$ cat config.mk
export PLATFORM = sky130hd
export DESIGN_NAME = xcorr_win_ctrl
export DESIGN_NICKNAME = d
export VERILOG_FILES = /design/src/rtl/xcorr_win_ctrl.sv
export SDC_FILE = /design/constraint.sdc
export NUM_CORES = 1
export LEC_CHECK = 0
export CAP_MARGIN = 20
export CORE_ASPECT_RATIO = 1.25
export CORE_MARGIN = 2
export CORE_UTILIZATION = 37
export DETAILED_ROUTE_END_ITERATION = 12
export MAX_ROUTING_LAYER = met4
export PLACE_DENSITY = 0.76
export SYNTH_ARGS = -nofsm -noshare
export SYNTH_HDL_FRONTEND = slang
export SYNTH_SLANG_ARGS = --single-unit
$ cat constraint.sdc
create_clock -name clk -period 2.2 [get_ports clk]
set_input_delay 0.22 -clock clk [delete_from_list [all_inputs] [get_ports clk]]
set_output_delay 0.22 -clock clk [all_outputs]
set_load 0.02 [all_outputs]
$ cat src/rtl/xcorr_win_ctrl.sv
// Sliding-window sequencer: writes Rx samples into a circular BRAM and, once a full
// window is held, reads the window back newest-to-oldest for the correlator MAC.
module xcorr_win_ctrl #(
    parameter int DATA_WIDTH = 32,
    parameter int DEPTH      = 1024,
    parameter int WIN_LEN    = 256
) (
    input  logic                       clk,
    input  logic                       rst_n,
    input  logic                       enable,
    input  logic                       flush,
    input  logic [DATA_WIDTH-1:0]      s_data,
    input  logic                       s_valid,
    output logic                       s_ready,
    output logic [DATA_WIDTH-1:0]      bram_wr_data,
    output logic                       bram_wr_valid,
    output logic [$clog2(DEPTH)-1:0]   bram_wr_addr,
    output logic                       bram_rd_valid,
    output logic [$clog2(DEPTH)-1:0]   bram_rd_addr,
    input  logic [DATA_WIDTH-1:0]      bram_rd_data,
    output logic [DATA_WIDTH-1:0]      m_data,
    output logic                       m_valid,
    output logic [$clog2(WIN_LEN)-1:0] m_tap,
    output logic                       m_first,
    output logic                       m_last,
    output logic                       win_full
);

    localparam int AW = $clog2(DEPTH);
    localparam int TW = $clog2(WIN_LEN);
    localparam int CW = $clog2(WIN_LEN + 1);

    localparam logic [CW-1:0] WIN_CNT   = CW'(WIN_LEN);
    localparam logic [AW-1:0] LAST_ADDR = AW'(DEPTH - 1);
    localparam logic [TW-1:0] LAST_TAP  = TW'(WIN_LEN - 1);
    localparam logic [AW:0]   DEPTH_EXT = (AW + 1)'(DEPTH);

    typedef enum logic [1:0] {IDLE, BURST, DRAIN} state_t;

    state_t        state;
    logic [AW-1:0] wr_ptr;
    logic [AW-1:0] nptr;
    logic [CW-1:0] cnt;
    logic [TW-1:0] tap;

    logic          hs;
    logic [CW-1:0] cnt_inc;
    logic [AW:0]   tap_ext;
    logic [AW:0]   nptr_ext;
    logic [AW:0]   rd_addr_ext;

    // s_ready is gated by rst_n so the port reads 0 while reset is held
    assign s_ready       = rst_n && enable && (state == IDLE);
    assign hs            = s_valid && s_ready;
    assign bram_wr_valid = hs;
    assign bram_wr_addr  = hs ? wr_ptr : '0;
    assign bram_wr_data  = hs ? s_data : '0;
    assign bram_rd_valid = (state == BURST);
    assign bram_rd_addr  = rd_addr_ext[AW-1:0];

    assign cnt_inc  = (cnt == WIN_CNT) ? WIN_CNT : cnt + CW'(1);
    assign tap_ext  = (AW + 1)'(tap);
    assign nptr_ext = {1'b0, nptr};

    // Modulo-DEPTH subtraction without a divider, so DEPTH need not be a power of two
    always_comb begin
        rd_addr_ext = '0;
        if (state == BURST) begin
            if (tap_ext <= nptr_ext)
                rd_addr_ext = nptr_ext - tap_ext;
            else
                rd_addr_ext = nptr_ext + DEPTH_EXT - tap_ext;
        end
    end

    always_ff @(posedge clk or negedge rst_n) begin
        if (!rst_n) begin
            state   <= IDLE;
            wr_ptr  <= '0;
            nptr    <= '0;
            cnt     <= '0;
            tap     <= '0;
            m_valid <= 1'b0;
            m_tap   <= '0;
        end else begin
            m_valid <= bram_rd_valid;
            m_tap   <= bram_rd_valid ? tap : '0;
            if (flush)
                cnt <= '0;
            case (state)
                IDLE: begin
                    if (hs) begin
                        wr_ptr <= (wr_ptr == LAST_ADDR) ? '0 : wr_ptr + AW'(1);
                        nptr   <= wr_ptr;
                        // A flush landing on a handshake keeps just this sample
                        if (flush) begin
                            cnt <= CW'(1);
                        end else begin
                            cnt <= cnt_inc;
                            if (cnt_inc == WIN_CNT) begin
                                state <= BURST;
                                tap   <= '0;
                            end
                        end
                    end
                end
                BURST: begin
                    if (tap == LAST_TAP)
                        state <= DRAIN;
                    else
                        tap <= tap + TW'(1);
                end
                DRAIN: begin
                    state <= IDLE;
                    tap   <= '0;
                end
                default: state <= IDLE;
            endcase
        end
    end

    assign m_data   = m_valid ? bram_rd_data : '0;
    assign m_first  = m_valid && (m_tap == '0);
    assign m_last   = m_valid && (m_tap == LAST_TAP);
    assign win_full = (cnt == WIN_CNT);

endmodule
Yosys cells after proc, flatten, opt, wreduce, memory -nomap -nowiden --
Index checks and enable logic that the tools add are counted.
Word-level totals: memory bits (read-only) 0, logic and storage cells 59, flip-flop bits (word level) 48, memories 0, bits in latches 0, output and inout port bits 99, RAM bits 0
Operators by class: reductions and logical operators 11, shifts and indexed selects 0, add/subtract/negate cells 6, multiplexer cells 22, div/mod/pow operators 0, multiply operators 0, magnitude comparators 1, eq/ne operators 12, bitwise gates (word level) 0
Operators with widths (count):
- $mux 32 | 2
- $mux 9 | 5
- $mux 10 | 4
- $mux 8 | 5
- $pmux 8 s3 | 1
- $add 10x1->10 const B | 2
- $sub 10x8->10 | 2
- $eq 9x9->1 const B | 2
- $eq 8x8->1 const B | 2
- $eq 10x10->1 const B | 1
- $le 8x10->1 | 1
- $add 9x1->9 const B | 1
- $add 8x1->8 const B | 1
- $logic_not 8->1 | 1
- $mux 2 | 4
- $ne 2x2->1 const B | 3
- $logic_and 1x1->1 | 5
- $reduce_and 5->1 | 1
- $ne 2x1->1 const B | 2
- $pmux 2 s2 | 1
- $reduce_and 4->1 | 1
- $reduce_bool 3->1 | 1
- $eq 2x1->1 const B | 1
- $eq 2x2->1 const B | 1
- 2 further kinds | 2

Depth between registers and ports, before layout --
Gate-level depths: netlist of the first run.
depth after elaboration 7, depth in mapped cells 9

Worst setup path before layout of the first run --
OpenSTA, ideal clock, no wires.
kind flip-flop to output port, start register tap[1], end output port bram_rd_addr[9], slack -0.219 ns, buffers on the path 0, arrival time 2.199 ns, cell stages (with the launch flop) 8, cells stage by stage dfrtp_1 > inv_1 > ha_1 > nor2b_1 > o31a_1 > o31a_1 > o41ai_1 > mux2i_1
Between the ends: longest elaborated chain between the ends 3, elaborated cells between the ends (all ways) 5
RTL lines:
- from (decl) | line 44 | logic [TW-1:0] tap;
- from (signal assigned) | line 111 | tap <= tap + TW'(1);
- $sub 10x8->10 (tied with other cells) | line 72 | rd_addr_ext = nptr_ext + DEPTH_EXT - tap_ext;
- $mux 10 * | line 69 | if (tap_ext <= nptr_ext)
- $mux 10 * | line 68 | if (state == BURST) begin
- to (decl) | line 19 | output logic [$clog2(DEPTH)-1:0] bram_rd_addr,
Every way passes the cells marked *; elsewhere a longest branch is shown, timed or not.

Worst setup path after layout of the first run --
start register nptr[0], end output port bram_rd_addr[8]
Between the ends: longest elaborated chain between the ends 4, elaborated cells between the ends (all ways) 6
RTL lines:
- from (decl) | line 42 | logic [AW-1:0] nptr;
- from (signal assigned) | line 94 | nptr <= wr_ptr;
- $add 10x1->10 | line 72
- $sub 10x8->10 | line 72
- $mux 10 * | line 69
- $mux 10 * | line 68
Marked as above.

==> results of run 1 <==
## state kept, by name, indices dropped and copies added (netlist names)
signal / cells
m_valid: 1
tap: 8
nptr: 10
state: 2
m_tap: 8
wr_ptr: 10
cnt: 9
## final timing paths
kind,from,endpoint,slack (ns)
worst max-delay path,nptr[0]$_DFFE_PN0P_,bram_rd_addr[8],-0.45
max in group asynchronous,rst_n,cnt[7]$_DFF_PN0_,1.72
worst min register to register,nptr[7]$_DFFE_PN0P_,nptr[7]$_DFFE_PN0P_,0.51
min in group clk,nptr[7]$_DFFE_PN0P_,nptr[7]$_DFFE_PN0P_,0.51
worst min-delay path,rst_n,wr_ptr[3]$_DFFE_PN0P_,0.06
worst max register to register,cnt[0]$_DFF_PN0_,tap[5]$_DFFE_PN0P_,0.02
## per-layer routing
layer,part of all wire [%],up-vias,GRT usage (%)
met1,34,1693,22.47
met5,0,-,-
met2,54,206,42.75
met3,9.6,24,4.391
li1,-,1761,-
met4,2.8,0,8.132
## critical path, delay by kind of cell, from the launching register on
kind	cells	cell delay [ns]
flip-flops	1	0.41
AO/OA/AOI/OAI	4	0.74
adder cells (fa/ha/maj)	2	0.51
buffers and inverters	3	0.26
AND/OR/NAND/NOR	1	0.19
## power by group through the flow
stage | Clock (mW) | Combinational (mW) | Sequential, mW
floorplan | 0 | 0.0964 | 0.907
global placement | 0 | 0.311 | 0.909
detailed placement | 0 | 0.314 | 0.910
CTS | 0.662 | 0.315 | 0.892
global route | 0.703 | 0.344 | 0.894
finish | 0.649 | 0.321 | 0.893
## area by class of cell
class / count / area (µm²) / area share (%)
Tap cell: 120 / 150.1 / 2.637
Clock inverter: 3 / 42.54 / 0.7471
Multi-Input combinational cell: 288 / 2071 / 36.37
Antenna cell: 1 / 2.502 / 0.04395
Inverter: 21 / 81.33 / 1.428
Sequential cell: 48 / 1201 / 21.09
Timing Repair Buffer: 248 / 2077 / 36.48
Clock buffer: 5 / 68.82 / 1.209
## cell families after synthesis
logic type | Yosys count
AO/OA/AOI/OAI | 56
XOR/XNOR | 17
adder cells (fa/ha/maj) | 13
buffers and inverters | 38
flip-flops | 48
multiplexers | 4
AND/OR/NAND/NOR | 198
## layout by cell type, fill, tap and decap left out, types with 6 or more instances in the layout
cell and instances:
and3_1 9, xor2_1 8, xnor2_1 9, nand3_1 14
and2_1 76, clkbuf_2 33, nand2_1 17, inv_2 6
inv_1 14, nor2_1 34, nor4_1 6, ha_1 8
nor3_1 10, clkdlybuf4s50_1 110, dfrtp_1 48, buf_4 81
buf_2 9, a21o_1 12
## metrics by stage
stage                     power [mW]  util (%)  cell area, µm²
after CTS                      1.868     65.86            5668
after global routing           1.941     66.17            5694
after detailed placement       1.224     64.67            5565
final                          1.863     66.17            5694
after global placement         1.220     64.67            5565
after floorplan                1.003         -            3288
## what timing repair did
item | 4_1_cts | 5_1_grt
pin swaps | 7 | 16
setup endpoints to repair | 58 | 50
gates resized for setup | 116 | 92
setup buffers | 4 | 6
gates cloned | 0 | 0
==> results_dict.tcl, run 1 <==
set metrics [dict create \
    outcome "finished, violations left" \
    violations "setup timing" \
    setup_ws_ns -0.4503 \
    tritoncts "done" \
    p_sw_mw 0.4394 \
    cts_made_buffers 5 \
    core_area_um2 8606 \
    yosysTopAreaCell "dfrtp_1" \
    max-cap-violations 0 \
    io_buffers 167 \
    synth_edf_count 0 \
    seq_power_share_pct 47.9 \
    start_util_pct 37.86 \
    setup_tns_ns -2.019 \
    p_int_mw 1.424 \
    fill_cells 705 \
    synthTopCellsByArea "dfrtp_1 37%, and2_1 15%, ha_1 4.6%, nor2_1 4.0%, a21o_1 2.8%" \
    cts_buffer_depth 2 \
    max_slew_margin_pct 59.82 \
    syn-num-nets 456 \
    fin_worst_skew_ns 0.004043 \
    synth_area_um2 3258 \
    place_congestion 0.9197 \
    hpwl_mm 8.689 \
    fin_hold_ws_ns 0.06475 \
    synth_compound_area_share_pct 13.02 \
    cp-end-kind "output port" \
    grtUsageTotal_pct 22.56 \
    synth_area_per_cell_um2 8.712 \
    layoutNonFillerInstCount 734 \
    final_nets 694 \
    p_per_area_nw_per_um2 327.2 \
    grt_pass1_vias 3661 \
    fin_crit_sh_pct 120.5 \
    clk_latency_ns 0.30 \
    die_area_um2 9577 \
    synth-xor-area-share_pct 4.570 \
    root_buffer "clkbuf_8" \
    dp.cells 715 \
    syn2layout_area_growth_pct 74.77 \
    grt_max_degree 49 \
    dr.pass1.iters 4 \
    dpl_worst_slack_ns -0.5342 \
    crit_type "flip-flop to output port" \
    rsz0062_at_grt "true" \
    maxSlewViolCount 0 \
    htreeDepth 2 \
    ctsHoldBuffers 0 \
    synth-simple-area-share_pct 34.41 \
    synth_flop_cell "dfrtp_1" \
    crit_fanout 2 \
    cp_cell_sequence "inv_2, ha_4, inv_2, fa_2, a21oi_4, o21ai_2, a2111oi_4, or3_4, a21oi_2, buf_4" \
    timing.fmax_ghz 0.3773 \
    drcViolationCount 0 \
    cpPeakStageDelay_ns 0.41 \
    hold_path_class "input port to asynchronous set/reset pin" \
    power_frac_clock_pct 34.8 \
    drive_gt1_share_pct 28.71 \
    leakage_nw 2.771 \
    ys_top_cells_by_count "76 x and2_1, 48 x dfrtp_1, 35 x nor2_1, 20 x inv_1, 17 x nand2_1" \
    setup_viol 6 \
    pwr-share-comb_pct 17.2 \
    via_count 3684 \
    grt_antenna_before_repair 1 \
    synth.distinct_cells 53 \
    hold_viol_final 0 \
    cpMostUsedCell "inv_2" \
    synth_cells 374 \
    synth.yosys.warnings 0 \
    fin_crit_ns 2.650 \
    rows 38 \
    drt_iter0_drc 156 \
    peakVddDrop_v 0.0002776 \
    synth_most_common_cell "and2_1" \
    swShare_pct 23.58 \
    clkSlewWorstSetupHoldPaths_ns 0.09 \
    synthAdderAreaFrac_pct 5.223 \
    fp.dieH_um 108.9 \
    grt_pass1_wl_mm 16.44 \
    cp-start-kind "flip-flop" \
    routedWlPerCell_um 14.85 \
    arrival_ns 2.43 \
    synth_top_area_share_pct 36.87 \
    grt-ovfl-total 0 \
    worst_path_max_delay_cell "dfrtp_1" \
    synth_seq_cells 48 \
    die_w_um 87.93 \
    clock_sinks 48 \
    worstMarginPinSlew_ns 0.6028 \
    io_pins 168 \
    cp_data_required_time_ns 1.98 \
    muxShareOfSynthArea_pct 1.267 \
    routed_wl_mm 10.90 \
    viasPerCell 5.019 \
    synth_async_sr_flop_share_pct 100.0 \
    antenna_left 0 \
    ys_seq_area_share_pct 36.87 \
    synth_top_family_by_area "simple AND/OR/NAND/NOR gates" \
    r2r_cells 7 \
]
(Power assumes the default switching activity.)
==> run 2: changes to the inputs <==
CORE_UTILIZATION = 40   (was 37)
PLACE_DENSITY = 0.78   (was 0.76)
clock period = 2.8 ns   (was 2.2 ns; I/O delays follow)
==> run 2 against run 1 <==
The run now ends clean; worst hold slack better by 0.096 ns; critical path depth stayed put; cell count is 11% lower.
==> results_dict.tcl, run 2 (synthesized netlist as in run 1, its figures left out) <==
set metrics [dict create \
    setup_ws_ns 0.07680 \
    r2r_start "state[1]$_DFFE_PN0P_" \
    grt_pass1_wl_mm 15.73 \
    crit_fanout 2 \
    reg2reg_to "tap[3]$_DFFE_PN0P_" \
    rsz0062_at_grt "true" \
    die_w_um 84.73 \
    cp_data_required_time_ns 2.52 \
    cpMostUsedCell "inv_1" \
    fp.dieH_um 104.9 \
    fin_worst_skew_ns 0.006727 \
    cts_buffer_depth 2 \
    rrSetupSlack_ns 0.44 \
    hold_path_class "input port to asynchronous set/reset pin" \
    routedWlPerCell_um 15.14 \
    cp-end-kind "output port" \
    hpwl_mm 8.134 \
    syn2layout_area_growth_pct 61.29 \
    critPathTopFamily "compound AO/OA/AOI/OAI gates" \
    r2r_cells 6 \
    grtUsageTotal_pct 22.53 \
    final_common_cell "clkdlybuf4s50_1" \
    rows 36 \
    clock_sinks 48 \
    drt_iter0_drc 190 \
    postPlaceCellArea_um2 5171 \
    layout_common_cells "157 x clkdlybuf4s50_1, 76 x and2_1, 48 x dfrtp_1, 35 x nor2_1, 24 x buf_4" \
    cts_made_buffers 5 \
    cp_cell_sequence "inv_1, ha_1, inv_1, fa_1, a21oi_2, o21ai_1, a2111oi_2, o21ai_0, a21oi_1, buf_2" \
    routed_wl_mm 9.853 \
    leakage_nw 2.417 \
    peakVddDrop_v 0.0001551 \
    antenna_cells 0 \
    cpPeakStageDelay_ns 0.40 \
    core_area_um2 7838 \
    die_area_um2 8888 \
    clk_latency_ns 0.29 \
    fill_cells 676 \
    worstMarginPinSlew_ns 0.6739 \
    ctsHoldBuffers 0 \
    top_regs "nptr (10), wr_ptr (10), cnt (9)" \
    max-cap-violations 0 \
    drcViolationCount 0 \
    dr.pass1.iters 4 \
    clkSlewWorstSetupHoldPaths_ns 0.08 \
    total_power_mw 1.324 \
    io_pins 168 \
    hold_viol_final 0 \
    crit_type "flip-flop to output port" \
    antenna_left 0 \
    htreeDepth 2 \
    start_util_pct 41.57 \
    max_slew_margin_pct 55.07 \
    critPathBufInv 3 \
    setup_viol 0 \
    dpl_worst_slack_ns -0.2381 \
    tritoncts "done" \
    grt_antenna_before_repair 0 \
    postLayoutCellArea_um2 5255 \
    via_count 3392 \
    io_buffers 167 \
    grt_max_degree 49 \
    grt-ovfl-total 0 \
    p_per_area_nw_per_um2 251.9 \
    crit_cells 10 \
    grt_pass1_vias 3375 \
    outcome "completed" \
    arrival_ns 2.44 \
    root_buffer "clkbuf_8" \
    drive_gt1_share_pct 8.993 \
    place_congestion 0.8978 \
    viasPerCell 5.210 \
    worst_path_max_delay_cell "fa_1" \
    fin_crit_ns 2.723 \
    fin_crit_sh_pct 97.26 \
    final_nets 638 \
    timing.fmax_ghz 0.3672 \
    maxSlewViolCount 0 \
    cp-start-kind "flip-flop" \
]
[run 2: worst register-to-register path, delay by kind of cell (launching register included)]
kind            cells  cell delay (ns)
buf+inv             1             0.17
simple gates        3             0.88
compound gates      2             0.74
flops               1             0.46
[run 2: cell type report]
cell class                      count  area (µm²)  area share (%)
Multi-Input combinational cell    288        1923           36.60
Timing Repair Buffer              192        1856           35.31
Sequential cell                    48        1201           22.86
Tap cell                           95       118.9           2.262
Inverter                           21       78.83           1.500
Clock buffer                        6       72.57           1.381
Clock inverter                      1       5.005         0.09524
[run 2: repair_timing]
action | in CTS | in global routing
setup endpoints to repair | 5 | 8
setup buffers | 0 | 0
hold endpoints to repair | 0 | 0
gates resized for setup | 18 | 8
pin swaps | 1 | 2
[run 2: worst max path at each step]
stage                     slack [ns]                 from         endpoint
after floorplan                 0.32   tap[1]$_DFFE_PN0P_  bram_rd_addr[9]
after global placement         -0.14  nptr[0]$_DFFE_PN0P_  bram_rd_addr[8]
after detailed placement       -0.24  nptr[0]$_DFFE_PN0P_  bram_rd_addr[8]
after CTS                       0.02   tap[1]$_DFFE_PN0P_  bram_rd_addr[7]
after global routing           -0.08  nptr[0]$_DFFE_PN0P_  bram_rd_addr[8]
final                           0.08  nptr[0]$_DFFE_PN0P_  bram_rd_addr[8]
[run 2: metrics by stage]
step	cells	hold WS, ns	utilization, %	setup TNS (ns)
4_1_cts	651	0.1696	67.05	0
2_1_floorplan	374	-0.01559	-	0
6_report	651	0.1606	67.05	0
3_5_place_dp	644	0.4731	65.98	-0.3393
3_3_place_gp	644	0.4690	65.98	-0.1854
5_1_grt	651	0.2042	67.05	-0.08284
[run 2: routing by layer]
layer | wire (µm) | global-route usage, %
met1 | 3747 | 23.86
met2 | 5246 | 43.14
met3 | 746 | 4.186
met4 | 114 | 4.308
met5 | 0 | -
[run 2: power breakdown]
part           internal (mW)  leakage [nW]  switching, mW
logic                  0.149          1.76         0.0875
clock network          0.170        0.0410          0.214
registers              0.696         0.619        0.00670
total                   1.02          2.42          0.308
==> run 3: changes to the inputs <==
--- a/config.mk
+++ b/config.mk
@@ -11,2 +11,3 @@
 export CORE_UTILIZATION = 40
+export CTS_CLUSTER_DIAMETER = 30
 export DETAILED_ROUTE_END_ITERATION = 12
--- a/constraint.sdc
+++ b/constraint.sdc
@@ -3,2 +3,2 @@
 set_output_delay 0.28 -clock clk [all_outputs]
-set_load 0.02 [all_outputs]
+set_load 0.005 [all_outputs]
==> run 3 against run 2 <==
Global-route usage is 0.25 points higher; sequential power hardly changed; critical path type unchanged; power is 1.9% higher; highest routed layer unchanged; utilization is 0.46 points higher; largest cell class unchanged; clock skew is 0.0038 ns higher; via count is 0.29% lower.
==> results_dict.tcl, run 3 (synthesized netlist as in run 1, its figures left out) <==
set metrics [dict create \
    outcome "completed" \
    fin_worst_skew_ns 0.01048 \
    cp-end-kind "output port" \
    tritoncts "done" \
    dr.pass1.iters 4 \
    place_congestion 0.8845 \
    root_buffer "clkbuf_8" \
    io_buffers 167 \
    htreeDepth 2 \
    antenna_left 0 \
    grtUsageTotal_pct 22.78 \
    die_w_um 84.73 \
    arrival_ns 2.41 \
    routedWlPerCell_um 15.15 \
    crit_fanout 2 \
    p_per_area_nw_per_um2 254.9 \
    max-cap-violations 0 \
    syn2layout_area_growth_pct 62.40 \
    fp.dieH_um 104.9 \
    postPlaceCellArea_um2 5134 \
    routed_wl_mm 9.831 \
    final_common_cell "clkdlybuf4s50_1" \
    top_regs "nptr (10), wr_ptr (10), cnt (9)" \
    setup_viol 0 \
    postLayoutCellArea_um2 5291 \
    fin_crit_sh_pct 95.95 \
    crit_type "flip-flop to output port" \
    rsz0062_at_grt "true" \
    setup_ws_ns 0.1135 \
    peakVddDrop_v 0.0001923 \
    hpwl_mm 7.889 \
    maxSlewViolCount 0 \
    drive_gt1_share_pct 8.845 \
    grt_pass1_vias 3415 \
    via_count 3382 \
    cp_data_required_time_ns 2.52 \
    final_nets 635 \
    drcViolationCount 0 \
    hold_viol_final 0 \
    rrSetupSlack_ns 0.52 \
    fin_crit_ns 2.687 \
    grt_max_degree 49 \
    leakage_nw 2.385 \
    io_pins 168 \
    antenna_cells 0 \
    ctsHoldBuffers 0 \
    max_slew_margin_pct 54.90 \
    layout_common_cells "161 x clkdlybuf4s50_1, 76 x and2_1, 48 x dfrtp_1, 35 x nor2_1, 21 x buf_4" \
    core_area_um2 7838 \
    viasPerCell 5.211 \
    grt_antenna_before_repair 0 \
    worstMarginPinSlew_ns 0.6765 \
    clock_sinks 48 \
    die_area_um2 8888 \
    cts_made_buffers 5 \
    timing.fmax_ghz 0.3722 \
    hold_path_class "input port to asynchronous set/reset pin" \
    start_util_pct 41.57 \
    drt_iter0_drc 219 \
    rows 36 \
    cts_buffer_depth 2 \
    grt_pass1_wl_mm 15.88 \
    dpl_worst_slack_ns -0.1299 \
    clk_latency_ns 0.31 \
    grt-ovfl-total 0 \
    clkSlewWorstSetupHoldPaths_ns 0.10 \
    fill_cells 660 \
    cp-start-kind "flip-flop" \
]
==> run 3: cell count changes in the layout (fill, tap and decap cells not counted), moves of 2 or more <==
cell,previous run,this run
buf_2,4,1
buf_4,24,21
clkdlybuf4s50_1,157,161
dlygate4sd2_1,1,3
dlymetal6s2s_1,4,1
inv_6,0,2
==> run 3: worst paths after layout <==
check / startpoint / end / cells past startpoint
min: rst_n / wr_ptr[1]$_DFFE_PN0P_ / 2
min reg2reg: nptr[2]$_DFFE_PN0P_ / nptr[2]$_DFFE_PN0P_ / 1
max reg2reg: cnt[0]$_DFF_PN0_ / tap[2]$_DFFE_PN0P_ / 7
max: nptr[0]$_DFFE_PN0P_ / bram_rd_addr[6] / 10
max in group asynchronous: rst_n / cnt[1]$_DFF_PN0_ / 2
min in group clk: nptr[2]$_DFFE_PN0P_ / nptr[2]$_DFFE_PN0P_ / 1
==> run 3: timing repair <==
item                                    CTS  global route
cloned                                    0             0
gates resized for setup                  13             5
pin swaps                                 3             3
buffers inserted                          2             0
endpoints found under the setup margin    5             3
==> run 3: metal layers <==
layer	track usage, %	routed length, µm	part of all wire (%)
met2	42.91	5231	53
met1	23.84	3568	36
met3	5.687	928	9.4
met5	-	0	0
met4	4.308	103	1.0
==> run 3: through the flow <==
| stage | std cells | setup TNS (ns) | hold slack (ns) | power, mW | util [%] |
|---|---|---|---|---|---|
| 3_5_place_dp | 639 | -0.1299 | 0.4726 | 0.9237 | 65.50 |
| 5_1_grt | 649 | -0.01451 | 0.1851 | 1.409 | 67.51 |
| 4_1_cts | 649 | 0 | 0.1524 | 1.364 | 67.16 |
| 3_3_place_gp | 639 | -0.02723 | 0.4699 | 0.9220 | 65.50 |
| 2_1_floorplan | 374 | 0 | -0.01559 | 0.7572 | - |
| 6_report | 649 | 0 | 0.1167 | 1.349 | 67.51 |
==> run 3: final cells by class <==
cell class	count	area [µm²]	area share [%]
Inverter	21	78.83	1.490
Timing Repair Buffer	189	1843	34.83
Sequential cell	48	1201	22.70
Multi-Input combinational cell	288	1956	36.96
Tap cell	95	118.9	2.246
Clock inverter	3	25.02	0.4729
Clock buffer	5	68.82	1.301
==> run 3: where the power goes <==
part,total [mW],switching (mW),internal (mW)
combinational,0.207,0.0575,0.150
sequential,0.702,0.00620,0.696
clock,0.439,0.257,0.182
total,1.35,0.320,1.03
==> run 3: critical path, cell delays in order, from the launching register on <==
cell and delay [ns]:
dfrtp_1 0.39, inv_1 0.06, ha_1 0.15, inv_1 0.05, fa_2 0.37, a21oi_4 0.16
o21ai_2 0.09, a21oi_1 0.16, xor2_1 0.08, nor2_1 0.09, clkdlybuf4s50_1 0.50
